## src/rtl/button_ctrl.sv

```systemverilog
// Pushbutton front end for the LED blinker: synchronises, debounces and edge-detects
// three active-low buttons, producing a pause strobe and a saturating delay code.
module button_ctrl #(
    parameter int DEBOUNCE_CYCLES = 50000,
    parameter int REPEAT_CYCLES   = 12500000,
    parameter int DELAY_INIT      = 8,
    parameter int DELAY_MIN       = 1,
    parameter int DELAY_MAX       = 15
) (
    input  logic       clk,
    input  logic       reset_n,
    input  logic [2:0] btn_n,
    output logic       pause,
    output logic [3:0] delay,
    output logic [2:0] btn_state
);

    localparam int DW       = $clog2(DEBOUNCE_CYCLES);
    localparam int RW       = (REPEAT_CYCLES > 2) ? $clog2(REPEAT_CYCLES) : 1;
    localparam int REP_LAST = (REPEAT_CYCLES > 0) ? REPEAT_CYCLES - 1 : 0;

    localparam logic [DW-1:0] DB_LAST = DW'(DEBOUNCE_CYCLES - 1);
    localparam logic [RW-1:0] RP_LAST = RW'(REP_LAST);
    localparam logic [3:0]    D_INIT  = 4'(DELAY_INIT);
    localparam logic [3:0]    D_MIN   = 4'(DELAY_MIN);
    localparam logic [3:0]    D_MAX   = 4'(DELAY_MAX);

    if (DEBOUNCE_CYCLES < 2) begin : g_bad_debounce
        $error("button_ctrl: DEBOUNCE_CYCLES must be at least 2");
    end
    if (REPEAT_CYCLES < 0) begin : g_bad_repeat
        $error("button_ctrl: REPEAT_CYCLES must not be negative");
    end
    if (!(DELAY_MIN >= 0 && DELAY_MIN <= DELAY_INIT && DELAY_INIT <= DELAY_MAX && DELAY_MAX <= 15)) begin : g_bad_delay
        $error("button_ctrl: need 0 <= DELAY_MIN <= DELAY_INIT <= DELAY_MAX <= 15");
    end

    logic [2:0]    sync1;
    logic [2:0]    sync2;
    logic [2:0]    pressed;
    logic [2:0]    btn_state_d;
    logic [2:0]    press;
    logic [DW-1:0] db_cnt  [3];
    logic [RW-1:0] rep_cnt [1:2];
    logic [2:1]    step;

    assign pressed = ~sync2;
    assign pause   = press[0];

    // A level change is accepted only after it has persisted for DEBOUNCE_CYCLES samples.
    always_ff @(posedge clk) begin
        if (!reset_n) begin
            sync1       <= '1;
            sync2       <= '1;
            btn_state   <= '0;
            btn_state_d <= '0;
            press       <= '0;
            for (int i = 0; i < 3; i++) begin
                db_cnt[i] <= '0;
            end
        end else begin
            sync1       <= btn_n;
            sync2       <= sync1;
            btn_state_d <= btn_state;
            press       <= btn_state & ~btn_state_d;
            for (int i = 0; i < 3; i++) begin
                if (pressed[i] == btn_state[i]) begin
                    db_cnt[i] <= '0;
                end else if (db_cnt[i] == DB_LAST) begin
                    btn_state[i] <= pressed[i];
                    db_cnt[i]    <= '0;
                end else begin
                    db_cnt[i] <= db_cnt[i] + DW'(1);
                end
            end
        end
    end

    // Repeat timing starts only once the press pulse has gone, so the press itself is the first step.
    always_ff @(posedge clk) begin
        if (!reset_n) begin
            for (int i = 1; i <= 2; i++) begin
                rep_cnt[i] <= '0;
            end
        end else begin
            for (int i = 1; i <= 2; i++) begin
                if (!btn_state[i] || REPEAT_CYCLES == 0) begin
                    rep_cnt[i] <= '0;
                end else if (btn_state_d[i] && !press[i]) begin
                    if (rep_cnt[i] == RP_LAST) begin
                        rep_cnt[i] <= '0;
                    end else begin
                        rep_cnt[i] <= rep_cnt[i] + RW'(1);
                    end
                end
            end
        end
    end

    always_comb begin
        step = '0;
        for (int i = 1; i <= 2; i++) begin
            step[i] = press[i];
            if (REPEAT_CYCLES > 0 && btn_state[i] && btn_state_d[i] && !press[i] && rep_cnt[i] == RP_LAST) begin
                step[i] = 1'b1;
            end
        end
    end

    // Channel 2 slows the blink (delay up), channel 1 speeds it up; opposing steps cancel.
    always_ff @(posedge clk) begin
        if (!reset_n) begin
            delay <= D_INIT;
        end else begin
            case (step)
                2'b10: if (delay != D_MAX) delay <= delay + 4'd1;
                2'b01: if (delay != D_MIN) delay <= delay - 4'd1;
                default: ;
            endcase
        end
    end

endmodule

```

## config.mk

```make
export PLATFORM = sky130hd
export DESIGN_NAME = button_ctrl
export DESIGN_NICKNAME = d
export VERILOG_FILES = /design/src/rtl/button_ctrl.sv
export SDC_FILE = /design/constraint.sdc
export NUM_CORES = 1
export LEC_CHECK = 0
export BUFFER_PORTS_ARGS = -buffer_cell sky130_fd_sc_hd__clkbuf_2
export CORE_ASPECT_RATIO = 0.9
export CORE_MARGIN = 4
export CORE_UTILIZATION = 30
export DETAILED_ROUTE_END_ITERATION = 10
export HOLD_SLACK_MARGIN = 0.05
export PLACE_DENSITY_LB_ADDON = 0.3
export SKIP_CTS_REPAIR_TIMING = 1
export SYNTH_ARGS = -nofsm -noshare
export SYNTH_HDL_FRONTEND = slang
export SYNTH_SLANG_ARGS = --single-unit
```

## constraint.sdc

```tcl
create_clock -name clk -period 2.1 [get_ports clk]
set_input_delay 0 -clock clk [delete_from_list [all_inputs] [get_ports clk]]
set_output_delay 0 -clock clk [all_outputs]
set_load 0.01 [all_outputs]
```

# Word-level counts from Yosys, hierarchy flattened
# Memory sizes are Yosys's and may differ from the RTL's.
# Index checks and enable logic that the tools add are counted.
[op_classes] n_eq_ne=14 reduce_logical=15 n_bitwise=21 n_addsub=7 muxes=80
[op_table] operator="16-bit two-way mux" count=9
[op_table] operator="24-bit two-way mux" count=6
[op_table] operator="1-bit two-way mux" count=62
[op_table] operator="16-bit by 1-bit adder with 16-bit output (second input constant)" count=3
[op_table] operator="24-bit by 1-bit adder with 24-bit output (second input constant)" count=2
[op_table] operator="16-bit equality test (second input constant)" count=3
[op_table] operator="24-bit equality test (second input constant)" count=2
[op_table] operator="1-bit bitwise OR" count=15
[op_table] operator="1-bit logical AND" count=8
[op_table] operator="4-bit two-way mux" count=2
[op_table] operator="4-bit one-hot mux with 2 select lines" count=1
[op_table] operator="3-bit NOT" count=2
[op_table] operator="2-bit AND reduction" count=3
[op_table] operator="4-bit by 1-bit adder with 4-bit output (second input constant)" count=1
[op_table] operator="2-bit != test (second input constant)" count=2
[op_table] operator="4-bit by 1-bit != test with 1-bit output (second input constant)" count=1
[op_table] operator="4-bit != test (second input constant)" count=1
[op_table] operator="4-bit by 1-bit subtractor with 4-bit output (second input constant)" count=1
[op_table] operator="3-bit AND" count=1
[op_table] operator="1-bit equality test" count=3
[op_table] operator="1-bit NOT" count=3
[op_table] operator="3-bit AND reduction" count=1
[op_table] operator="2-bit by 1-bit equality test with 1-bit output (second input constant)" count=1
[op_table] operator="2-bit equality test (second input constant)" count=1
[op_table] operator="2 further kinds" count=3
[word_totals] out_inout_bits=8 ram_bits=96 input_bits=5 mem_count=2 elab_cells=147 regBits=19
[mem_list] name="db_cnt" words=3 width=16 rd=3 rd_ports_with_merged_regs=0 wr=3 line="43" text="logic [DW-1:0] db_cnt [3];"
[mem_list] name="rep_cnt" words=2 width=24 rd=2 rd_ports_with_merged_regs=0 wr=2 line="44" text="logic [RW-1:0] rep_cnt [1:2];"

# Longest topological paths before layout
[logic_depth] ltp_word=8 depth_mapped=8 depth_no_buf=7

# Worst setup path before layout
# OpenSTA, ideal clock, no wires.
[synth_path] path_kind="register to register" startpoint="memory db_cnt[0][7] (netlist bit)" endpoint="memory db_cnt[0][14] (netlist bit) (data pin)" setup_time_ns=0.254 synth_period_minus_slack_ns=2.027 path_buffers=2 t_required_ns=1.846 stages_incl_launch_ff=7 path_slack_ns=0.073 t_arrival_ns=1.773 path_cell_list="edfxtp_1 or4b_1 nor4_1 or3_1 buf_2 buf_4 nor2_1"
[synth_rtl] item="from (decl)" line="43"

==> results by group <==
Yosys
  • Post-Syn Area: 5850 um2
  • Avg Cell Area, Syn: 10.6 um2
  • Synth area leader: edfxtp_1
  • Area contributors post-synth: edfxtp_1, xor2_1, nor2_1
  • Top cell type's share of synthesized area: 49.3%
  • Compound-Gate Fraction of Synth Area: 3.02%
  • Number of synthesized flops with an enable pin: 96
  • Largest family of logic cells by synthesized area: simple AND/OR/NAND/NOR gates
  • Yosys cell types: 48
  • Seq/Total Area, Yosys: 55.8%
  • Synth Area in Adders: 1.71%
  • Synth Warn #: 0
  • Post-Synth XOR/XNOR Area: 12.3%
  • Simple-gate share of the synthesized area: 24.8%
  • Asr flop ratio synth: 0%
  • Cells after Synth: 552
  • Yosys reg bits: 115
  • Post-synthesis mux area share: 0.428%
  • Top FF cell, synth: edfxtp_1

Worst setup path
  • Crit. End Element: register
  • Crit path max fanout: 9
  • Reg2reg end: rep_cnt[1][20]
  • Worst EP arrival: 2.17 ns
  • Crit path buf inv count: 0
  • Slowest CP cell: or3_1
  • R2R setup slack: 0.09 ns
  • Register-to-Register Path Depth: 6
  • Crit path largest cell delay: 0.54 ns
  • Crit Path Category: register to register
  • Crit-path leading delay family: simple AND/OR/NAND/NOR gates
  • Worst Path Required: 2.26 ns
  • Reg2reg start: rep_cnt[1][1]
  • CP cell instances: ha_2 > nand4_4 > or3_1 > nor3_1 > xnor2_1 > nor2_1
  • Crit start category: register

Routing
  • Post-Route M1 WL: 5.32 mm
  • DR vias/cell: 4.47
  • Met3 routed WL: 338 um
  • Drt wl/cell: 11.8 um
  • Drc violations: 0
  • Router iterations before antenna repair: 5
  • Metal2 WL: 5.04 mm
  • First DRT Iteration DRCs: 223
  • Vias: 4087
  • Post-route ant nets: 0
  • Detailed Route WL: 10.8 mm
  • Max layer used: met4

Clocking
  • Sink Count: 115
  • Max clock buf depth: 2
  • Worst-Skew Late Latency: 0.41 ns
  • CTS H-tree lvls: 4
  • Cts bufs inserted: 17
  • TritonCTS clock tree: yes
  • Root buffer cell: clkbuf_16
  • Clock slew at reported path FFs: 0.05 ns

Timing
  • Crit share post-route: 95.7%
  • RSZ-0062 raised after global routing: no
  • Slew Viols, Final: 0
  • Worst Skew: 0.00718 ns
  • Worst setup margin: 0.0909 ns
  • Tmin final: 2.01 ns
  • Max Clk Rate: 0.498 GHz
  • Endpoints failing hold: 0
  • Setup-failing EPs final: 0
  • Setup TNS Final: 0 ns

Floorplan
  • IO Count: 13
  • Core ar.: 19200 um2
  • Die height: 140 um
  • Die X: 155 um
  • Die area: 21800 um2
  • Site Rows: 48
  • Initial core utilization: 30.5%

Layout
  • Design Area, Final: 7270 um2
  • Final core utilization: 37.9%
  • Layout cells sized above 1: 12.0%
  • Fill count: 1911
  • ANT cells: 0
  • Nets@finish: 665
  • Area Overhead vs Synth: 24.2%

Power
  • P_leak: 2.70 nW
  • Peak VDD IR: 0.373 mV
  • Power per cell area: 769 nW/um2

Worst hold path
  • Hold Path Class: primary input to register
  • WHS Endpoint: sync1[1]
  • Worst hold start: btn_n[1]
  • WHS Path Cells: 3

Placement
  • Hpwl dp: 7.64 mm
  • Gpl congestion: 0.756
  • DP Worst Slack: 0.0538 ns
  • Area after DPL: 6590 um2
  • IO Port Bufs: 12

Global routing
  • Largest net degree at the start of global routing: 25
  • Gr usage total: 10.6%
  • Vias in the first global route: 4090
  • Total gr overflow: 0
  • Initial antenna violation count: 0
  • First-pass GRT wire length: 18.6 mm

Job
  • Max Cap Violations: 0

Run status
  • Result of the run: finished, final reports clean
power breakdown:
| group | total, mW | switching [mW] | internal (mW) | leakage, nW |
|---|---|---|---|---|
| Sequential | 2.54 | 0.0388 | 2.50 | 1.24 |
| Clock | 2.94 | 0.985 | 1.95 | 0.285 |
| Combinational | 0.113 | 0.0601 | 0.0532 | 1.17 |
| Total | 5.59 | 1.08 | 4.51 | 2.70 |
Yosys cell counts (all sizes together), types with 12 or more instances:
cell and n:
nand2b 12, and3 25, nand3 30, nand2 42, edfxtp 96, a21oi 12
xnor2 35, dfxtp 19, xor2 47, nor2 108, inv 15, nand4 19
flip-flops by register name, indices dropped and copies added, names as in the netlist:
name,cells
db_cnt,48
rep_cnt,48
delay,4
btn_state,3
btn_state_d,3
press,3
sync1,3
sync2,3
layout make-up:
type | instances | area, um2 | area share [%]
multi-input combinational | 456 | 2670 | 36.8
timing repair buffer | 47 | 363 | 4.99
tap | 250 | 313 | 4.31
inverter | 15 | 56.3 | 0.775
clock inverter | 14 | 168 | 2.31
clock buffer | 18 | 429 | 5.91
sequential | 115 | 3260 | 44.9
layout by cell type (no fill, tap or decap), types with 11 or more instances in the layout:
master	Yosys	layout
xnor2_1	35	35
inv_1	15	15
nor2_1	108	108
nand3_1	30	30
a21oi_1	11	11
dfxtp_1	19	19
nand4_1	17	17
clkbuf_2	1	12
edfxtp_1	96	96
and3_1	25	25
nand2b_1	12	12
conb_1	1	48
clkbuf_16	0	17
nand2_1	42	42
buf_4	1	27
xor2_1	47	47
kinds of logic after synthesis:
kind of cell,after synthesis
xor gates and xnor gates,82
muxes,2
adders and majority gates,8
AOI/OAI and AO/OA,29
and+or+nand+nor,287
buffers and inverters,28
DFF,115
other,1
stage by stage:
step | cells | power (mW) | hold slack, ns
after floorplan | 599 | 2.65 | 0.101
after global placement | 877 | 2.68 | 0.216
after detailed placement | 877 | 2.69 | 0.218
after CTS | 909 | 5.67 | -0.217
after global routing | 915 | 5.80 | 0.385
final | 915 | 5.59 | 0.351
layer usage:
layer	vias up	global-route usage, %
li1	2098	-
met1	1942	13.6
met2	43	16.4
met3	4	3.71
met4	0	4.05
met5	-	0
worst max path at each step:
stage / from / endpoint / slack [ns] / cells after the start
finish: rep_cnt[1][1] / rep_cnt[1][20] / 0.09 / 6
CTS: rep_cnt[2][0] / delay[3] / 0.04 / 7
floorplan: db_cnt[0][7] / db_cnt[0][14] / 0.07 / 6
detailed placement: rep_cnt[2][0] / delay[3] / 0.05 / 7
global placement: rep_cnt[1][1] / rep_cnt[1][22] / 0.1 / 6
global route: rep_cnt[2][16] / delay[3] / 0.0004 / 6
worst min-delay path: stages:
cell           delay, ns
dlygate4sd3_1       0.52
clkbuf_2            0.11
nand2b_1            0.09
(Power assumes the default switching activity.)
